[config.mk]
export PLATFORM = sky130hd
export DESIGN_NAME = weight_shift_tile
export DESIGN_NICKNAME = d
export VERILOG_FILES = /design/src/rtl/weight_shift_tile.sv
export SDC_FILE = /design/constraint.sdc
export NUM_CORES = 1
export LEC_CHECK = 0
export ABC_AREA = 1
export BUFFER_PORTS_ARGS = -buffer_cell sky130_fd_sc_hd__buf_2
export CAP_MARGIN = 10
export CORE_MARGIN = 4
export CORE_UTILIZATION = 42
export CTS_CLUSTER_SIZE = 14
export DETAILED_ROUTE_END_ITERATION = 10
export GPL_ROUTABILITY_DRIVEN = 0
export MAX_ROUTING_LAYER = met4
export PLACE_DENSITY_LB_ADDON = 0.2
export REMOVE_ABC_BUFFERS = 1
export SYNTH_ARGS = -nofsm -noshare
export SYNTH_HDL_FRONTEND = slang
export SYNTH_SLANG_ARGS = --single-unit
[constraint.sdc]
create_clock -name clk -period 4.48 [get_ports clk]
set_input_delay 0.448 -clock clk [delete_from_list [all_inputs] [get_ports clk]]
set_output_delay 0.448 -clock clk [all_outputs]
set_load 0.01 [all_outputs]
[src/rtl/weight_shift_tile.sv]
`timescale 1ns/1ps
// Weight-holding systolic tile: fetches one bank of CH signed weights, holds them, and
// sweeps a nested x/y/X/Y counter raising exactly one east/south/home strobe per step.
module weight_shift_tile #(
    parameter int CH = 16,
    parameter int WW = 8,
    parameter int AW = 4,
    parameter int KX = 3,
    parameter int KY = 3,
    parameter int OX = 19,
    parameter int OY = 19,
    localparam int XW  = (KX > 1) ? $clog2(KX) : 1,
    localparam int YW  = (KY > 1) ? $clog2(KY) : 1,
    localparam int OXW = (OX > 1) ? $clog2(OX) : 1,
    localparam int OYW = (OY > 1) ? $clog2(OY) : 1
) (
    input  logic              clk,
    input  logic              xrst,
    input  logic              start,
    input  logic [AW-1:0]     bank,
    input  logic              stall,
    output logic              mem_re,
    output logic [AW-1:0]     mem_raddr,
    input  logic [CH*WW-1:0]  mem_rdata,
    output logic [CH*WW-1:0]  wreg,
    output logic              pass_east,
    output logic              pass_south,
    output logic              pass_home,
    output logic [XW-1:0]     x,
    output logic [YW-1:0]     y,
    output logic [OXW-1:0]    X,
    output logic [OYW-1:0]    Y,
    output logic              busy,
    output logic              finish
);

    typedef enum logic [2:0] {
        S_IDLE,
        S_FETCH,
        S_LOAD,
        S_RUN,
        S_DONE
    } state_t;

    localparam logic [XW-1:0]  KX_MAX = XW'(KX - 1);
    localparam logic [YW-1:0]  KY_MAX = YW'(KY - 1);
    localparam logic [OXW-1:0] OX_MAX = OXW'(OX - 1);
    localparam logic [OYW-1:0] OY_MAX = OYW'(OY - 1);

    state_t             state_q;
    logic [AW-1:0]      bank_q;
    logic [CH*WW-1:0]   wreg_q;
    logic               mem_re_q;
    logic               busy_q;
    logic               finish_q;
    logic [XW-1:0]      kx_q,  kx_d;
    logic [YW-1:0]      ky_q,  ky_d;
    logic [OXW-1:0]     ox_q,  ox_d;
    logic [OYW-1:0]     oy_q,  oy_d;

    logic run_active;
    logic kx_last, ky_last, ox_last, oy_last, all_last;

    assign run_active = (state_q == S_RUN) && !stall;
    assign kx_last    = (kx_q == KX_MAX);
    assign ky_last    = (ky_q == KY_MAX);
    assign ox_last    = (ox_q == OX_MAX);
    assign oy_last    = (oy_q == OY_MAX);
    assign all_last   = kx_last && ky_last && ox_last && oy_last;

    // Home wins at the right-hand edge; otherwise a wrapping x goes south, else east.
    assign pass_home  = run_active && kx_last && ox_last;
    assign pass_south = run_active && kx_last && !ox_last;
    assign pass_east  = run_active && !kx_last;

    always_comb begin
        // NOTE: every next-state value gets a default first so no latch is inferred.
        kx_d = kx_q;
        ky_d = ky_q;
        ox_d = ox_q;
        oy_d = oy_q;
        if ((state_q == S_LOAD) || (run_active && all_last)) begin
            kx_d = '0;
            ky_d = '0;
            ox_d = '0;
            oy_d = '0;
        end else if (run_active) begin
            kx_d = kx_last ? '0 : kx_q + 1'b1;
            if (kx_last) begin
                ky_d = ky_last ? '0 : ky_q + 1'b1;
            end
            if (kx_last && ky_last) begin
                ox_d = ox_last ? '0 : ox_q + 1'b1;
            end
            if (kx_last && ky_last && ox_last) begin
                oy_d = oy_q + 1'b1;
            end
        end
    end

    // NOTE: state is updated with non-blocking assignments only, so every flop sees
    // the pre-edge values of its neighbours regardless of statement order.
    always_ff @(posedge clk or posedge xrst) begin
        if (xrst) begin
            state_q  <= S_IDLE;
            bank_q   <= '0;
            // NOTE: the wide weight register is reset too, because wreg must read 0
            // after reset and a mid-sweep reset must discard the loaded bank.
            wreg_q   <= '0;
            mem_re_q <= 1'b0;
            busy_q   <= 1'b0;
            finish_q <= 1'b0;
            kx_q     <= '0;
            ky_q     <= '0;
            ox_q     <= '0;
            oy_q     <= '0;
        end else begin
            kx_q <= kx_d;
            ky_q <= ky_d;
            ox_q <= ox_d;
            oy_q <= oy_d;
            unique case (state_q)
                S_IDLE: begin
                    if (start) begin
                        bank_q   <= bank;
                        mem_re_q <= 1'b1;
                        busy_q   <= 1'b1;
                        state_q  <= S_FETCH;
                    end
                end
                S_FETCH: begin
                    mem_re_q <= 1'b0;
                    state_q  <= S_LOAD;
                end
                S_LOAD: begin
                    wreg_q  <= mem_rdata;
                    state_q <= S_RUN;
                end
                S_RUN: begin
                    if (run_active && all_last) begin
                        finish_q <= 1'b1;
                        state_q  <= S_DONE;
                    end
                end
                S_DONE: begin
                    finish_q <= 1'b0;
                    busy_q   <= 1'b0;
                    state_q  <= S_IDLE;
                end
                default: begin
                    state_q <= S_IDLE;
                end
            endcase
        end
    end

    assign mem_re    = mem_re_q;
    assign mem_raddr = bank_q;
    assign wreg      = wreg_q;
    assign busy      = busy_q;
    assign finish    = finish_q;
    assign x         = kx_q;
    assign y         = ky_q;
    assign X         = ox_q;
    assign Y         = oy_q;

endmodule

==> results.json, run 1 <==
{
  "clockBufferDepth": 2,
  "via_count": 5376,
  "synth_area_leader_cell": "dfrtp_1",
  "synth_common_cells": "nand2_1, dfrtp_1, inv_1, nor2_1, buf_4",
  "report.final.slew_viol_count": 0,
  "wl_um": 16800,
  "slew_headroom_pct": 43.3,
  "clkTransAtPathRegs_ns": 0.06,
  "synth_xor_area_share_pct": 0.287,
  "powerDensity_nw_per_um2": 392,
  "hold_class": "in -> async",
  "synth.distinct_cells": 25,
  "ir_worst_vdd_uv": 244,
  "crit_fanout": 80,
  "outcome": "finished clean",
  "grt_max_degree": 92,
  "drive_above_1_share_pct": 34.9,
  "worstMarginPinSlew_ns": 0.850,
  "syn_area_sq_um": 6100,
  "synthMuxAreaShare_pct": 0.738,
  "synth_async_sr_flop_share_pct": 100,
  "row_count": 43,
  "post_cts_resized": 0,
  "area_delta_synth_final_pct": 34.4,
  "grt_usage_pct": 21.2,
  "rsz0062_at_grt": "no",
  "cts_tree": "yes",
  "wl_per_cell_um": 14.4,
  "hold_viol_final": 0,
  "avgSynthCellArea_sq_um": 8.81,
  "synthAdderAreaFrac_pct": 0.820,
  "synth_simple_gate_area_share_pct": 30.8,
  "cts_made_buffers": 17,
  "worst_setup_path_end_kind": "flip-flop",
  "die-area_sq_um": 16500,
  "max_freq_mhz": 437,
  "core_area_sq_um": 14000,
  "drt_iter0_drc": 294,
  "timing.rr.start": "state_q[0]",
  "max_cap_violations": 0,
  "ys_seq_area_share_pct": 62.3,
  "fin_crit_sh_pct": 51.1,
  "initial_core_util_pct": 43.5,
  "r2r_cells": 6,
  "dp_hpwl_um": 11900,
  "htreeDepth": 4,
  "clkLatencyLatePin_ns": 0.41,
  "netlist_instances": 693,
  "clock-sinks": 152,
  "layout_min_cycle_time_ns": 2.29,
  "clockRootBuffer": "clkbuf_16",
  "fp.dieH_um": 129,
  "via_per_inst": 4.60,
  "ys_ff_latch": 152,
  "io_buffers": 287,
  "setup_viol": 0,
  "die_x_um": 129,
  "finalPower_uw": 3220,
  "r2r-end": "wreg[72]",
  "synth_flop_cell": "dfrtp_1",
  "synth_top_family_by_area": "simple AND/OR/NAND/NOR gates",
  "grt_overflow": 0,
  "final_nets": 1116,
  "antenna_left": 0,
  "ctsHoldBuffers": 0,
  "post-cts-setup-buffer-count": 0,
  "grt_pass1_vias": 5304,
  "synth_compound_area_share_pct": 1.07,
  "synth.yosys.warnings": 0,
  "drc": 0,
  "crit_required_ns": 4.83,
  "ios": 288,
  "fin_worst_skew_ns": 0.00806,
  "grt_pass1_wl_um": 26600,
  "hold_ws_ns": 0.205,
  "critPathKind": "reg -> reg",
  "synthTopCellsByArea": "dfrtp_1, nand2_1, buf_4",
  "synth_top_area_share_pct": 62.3,
  "synth_edf_count": 0,
  "rrSetupSlack_ns": 2.19,
  "antenna_found_initial": 1,
  "p_leak_uw": 0.00470,
  "drt_pass1_iterations": 5,
  "yosys.cell_count.top_type": "nand2_1",
  "start_kind": "flip-flop",
  "cp.arrival_ns": 2.63
}
[per-layer routing]
metal	global-route usage, %	vias up	part of all wire, %
met1	25.4	2478	41
met2	33.5	198	48
met4	8.28	0	2.7
met5	-	-	0
li1	-	2670	-
met3	6.72	30	8.1
[registers in the layout, summed over array words and instances, names as in the netlist]
name       count
Y              5
X              5
busy           1
y              2
mem_raddr      4
x              2
finish         1
state_q        3
wreg         128
mem_re         1
[cells by family after synthesis]
| group | after synthesis |
|---|---|
| AOI/OAI and AO/OA | 13 |
| adders and majority gates | 4 |
| DFF | 152 |
| xor gates and xnor gates | 2 |
| muxes | 4 |
| buffers and inverters | 48 |
| and+or+nand+nor | 470 |
[power by group]
| part | leakage (uW) | internal (uW) | switching (uW) |
|---|---|---|---|
| clock network | 0.000266 | 821 | 533 |
| registers | 0.00180 | 1460 | 60.0 |
| logic | 0.00263 | 153 | 196 |
[worst max-delay path by stage]
stage                     startpoint        end  slack, ns  cells past startpoint
final                     state_q[0]   wreg[72]       2.19                      6
after global routing      state_q[0]  wreg[101]       1.93                      6
after CTS                 state_q[0]   wreg[35]       2.18                      6
after detailed placement  state_q[0]  wreg[103]       2.17                      6
after global placement    state_q[0]  wreg[120]       2.23                      6
after floorplan                 xrst       X[0]      -0.06                      1
[worst max-delay path, stage by stage, from the launching register on]
cell	delay [ns]
dfrtp_1	0.42
nor2_2	0.22
nand2_4	0.45
clkinv_2	0.16
buf_4	0.63
nand2_1	0.13
nand2_1	0.09
[per-stage QoR]
step / utilization (%) / cells / worst slack (ns) / area, sq um / setup TNS, ns
after floorplan: - / 665 / -0.0611 / 5940 / -9.29
after global placement: 54.4 / 1137 / 2.23 / 7640 / 0
after detailed placement: 54.4 / 1137 / 2.17 / 7640 / 0
after global routing: 58.4 / 1169 / 1.93 / 8210 / 0
after CTS: 58.4 / 1168 / 2.18 / 8200 / 0
final: 58.4 / 1169 / 2.19 / 8210 / 0
[cells in the final DEF, fill, tap and decap left out, types with 5 or more instances in the layout]
cell and count:
buf_4 5, nand2_1 420, nand3_1 13, inv_1 14
buf_2 287, o21ai_0 5, nor2_1 15, dfrtp_1 152
a21oi_1 7, clkbuf_16 17
[final cells by class]
cell class,count,area (sq um)
clock buffers,25,495
diodes,1,2.50
inverters,20,81.3
fillers,1325,5840
clock inverters,6,66.3
well taps,180,225
multi-input cells,493,2060
flip-flops and latches,152,3800
repair buffers,292,1470
Power figures use the tool's default switching activity.
==> inputs of run 2 (changes only) <==
--- a/config.mk
+++ b/config.mk
@@ -5,7 +5,7 @@
 export SDC_FILE = /design/constraint.sdc
 export NUM_CORES = 1
 export LEC_CHECK = 0
-export ABC_AREA = 1
+export ABC_AREA = 0
 export BUFFER_PORTS_ARGS = -buffer_cell sky130_fd_sc_hd__buf_2
 export CAP_MARGIN = 10
 export CORE_MARGIN = 4
==> constraint.sdc (replaced) <==
create_clock -name clk -period 1.8 [get_ports clk]
set_input_delay 0.18 -clock clk [delete_from_list [all_inputs] [get_ports clk]]
set_output_delay 0.18 -clock clk [all_outputs]
set_load 0.01 [all_outputs]
==> results.json, run 2 <==
{
  "outcome": "finished clean",
  "synthMuxAreaShare_pct": 1.08,
  "synth.distinct_cells": 36,
  "netlist_instances": 660,
  "synth.yosys.warnings": 0,
  "wl_um": 18800,
  "synthTopCellsByArea": "dfrtp_1, nand2_1, buf_2",
  "powerDensity_nw_per_um2": 835,
  "dp_hpwl_um": 11600,
  "worstMarginPinSlew_ns": 0.499,
  "yosys.cell_count.top_type": "nand2_1",
  "grt_overflow": 0,
  "start_kind": "flip-flop",
  "postLayoutCellArea_sq_um": 9740,
  "antenna_found_initial": 0,
  "report.final.slew_viol_count": 0,
  "synthAdderAreaFrac_pct": 0.832,
  "fill_cells": 1018,
  "p_leak_uw": 0.00468,
  "synth_simple_gate_area_share_pct": 29.5,
  "drt_iter0_drc": 400,
  "grt_max_degree": 70,
  "critPathKind": "reg -> out",
  "setup_viol": 0,
  "grt_pass1_vias": 6147,
  "drt_pass1_iterations": 5,
  "slew_headroom_pct": 66.7,
  "multi_input_area_sq_um": 2060,
  "initial_core_util_pct": 43.2,
  "dp_slack_ns": 0.129,
  "worst_setup_path_end_kind": "primary output",
  "gr-max-usage-layer": "met2",
  "io_buffers": 287,
  "die_x_um": 128,
  "synth_edf_count": 0,
  "cts_tree": "yes",
  "drive_above_1_share_pct": 32.4,
  "area_delta_synth_final_pct": 61.9,
  "hold_class": "in -> reg",
  "row_count": 43,
  "clockRootBuffer": "clkbuf_16",
  "htreeDepth": 4,
  "ios": 288,
  "grtUsageMet3_pct": 5.38,
  "hold_ws_ns": 0.104,
  "clkTransAtPathRegs_ns": 0.06,
  "max_cap_violations": 0,
  "layout_min_cycle_time_ns": 1.77,
  "via_per_inst": 4.67,
  "fin_worst_skew_ns": 0.00675,
  "clock-sinks": 152,
  "largest_reg_flops": 128,
  "clkLatencyLatePin_ns": 0.41,
  "ys_ff_latch": 152,
  "synth_top_area_share_pct": 63.3,
  "final_nets": 1227,
  "drc": 0,
  "dpl_cell_area_sq_um": 7700,
  "ys_seq_area_share_pct": 63.3,
  "ir_worst_vdd_uv": 563,
  "synth_area_leader_cell": "dfrtp_1",
  "clockBufferDepth": 2,
  "synth_common_cells": "nand2_1, dfrtp_1, buf_2",
  "crit_required_ns": 1.62,
  "rsz0062_at_grt": "yes",
  "via_count": 5975,
  "final.setup.worst_slack_ns": 0.0345,
  "synth_xor_area_share_pct": 0.437,
  "cp.arrival_ns": 1.59,
  "synth_compound_area_share_pct": 1.81,
  "synth_top_family_by_area": "simple AND/OR/NAND/NOR gates",
  "globalRouteMet2Util_pct": 38.8,
  "antenna_left": 0,
  "grt_util_met1_pct": 29.7,
  "core_area_sq_um": 13900,
  "cts_made_buffers": 17,
  "die-area_sq_um": 16300,
  "diodes": 0,
  "synth_flop_cell": "dfrtp_1",
  "grt_usage_pct": 24.0,
  "grt_pass1_wl_um": 30300,
  "synth_async_sr_flop_share_pct": 100,
  "layout_commonest_cell": "nand2_1",
  "max_freq_mhz": 566,
  "hold_viol_final": 0,
  "fp.dieH_um": 128,
  "regArea_sq_um": 3800,
  "most-common-layout-cells": "nand2_1, buf_2, dfrtp_1",
  "crit_fanout": 4,
  "wl_per_cell_um": 14.7,
  "fin_crit_sh_pct": 98.1,
  "syn_area_sq_um": 6010,
  "avgSynthCellArea_sq_um": 9.11
}
[run 2: cell count changes after synthesis, moves of 7 or more]
cell and change:
buf_4 -13, nand2_1 -25, inv_1 -11, clkbuf_1 +7
buf_2 +9
[run 2: kinds of logic (layout without fill, tap and decap cells)]
group	after synthesis	in the layout
adders and majority gates	4	4
and+or+nand+nor	442	442
DFF	152	152
xor gates and xnor gates	3	3
AOI/OAI and AO/OA	16	16
muxes	6	6
buffers and inverters	37	476
[run 2: worst paths after layout]
kind / startpoint / end / slack, ns / cells after the start
max in group asynchronous: xrst / wreg[18] / 0.84 / 4
min: start / state_q[0] / 0.10 / 3
max: X[0] / pass_home / 0.03 / 5
max reg2reg: X[0] / Y[2] / 0.06 / 7
min in group asynchronous: xrst / wreg[116] / 0.33 / 3
min reg2reg: wreg[59] / wreg[59] / 0.47 / 2
[run 2: cell type report]
| class | count | share of cell area, % |
|---|---|---|
| clock inverter | 8 | 1.46 |
| timing repair buffer | 441 | 30.7 |
| sequential | 152 | 39.1 |
| clock buffer | 23 | 5.01 |
| inverter | 4 | 0.206 |
| tap | 180 | 2.31 |
| multi-input combinational | 471 | 21.2 |
[run 2: what timing repair did]
item                                    CTS  global route
hold endpoints to repair                165             0
endpoints found under the setup margin    2             5
setup buffers                             4             2
cloned                                    0             0
resized for setup                         2             7
hold buffers                            133             0
pin swaps                                 0             2
[run 2: through the flow]
step / power, uW / cells / util, % / TNS [ns]
floorplan: 3810 / 627 / - / -757.50
detailed placement: 4110 / 1110 / 55.3 / 0
CTS: 8160 / 1277 / 69.5 / 0
global route: 8430 / 1279 / 69.9 / -0.0367
finish: 8140 / 1279 / 69.9 / 0
global placement: 4100 / 1110 / 55.3 / 0
[run 2: worst max-delay path: stages (launching register included)]
cell      delay [ns]
dfrtp_1         0.39
inv_2           0.06
ha_1            0.14
and4bb_2        0.29
and3_4          0.20
buf_6           0.10
[run 2: report_power, final]
part	switching, uW	internal [uW]
registers	64.0	3480
clock network	1340	2460
logic	327	470
total	1730	6400
[run 2: routing by layer]
metal | vias up | wire length, um
li1 | 2887 | -
met1 | 2795 | 7670
met2 | 250 | 9350
met3 | 43 | 1270
met4 | 0 | 531
met5 | - | 0
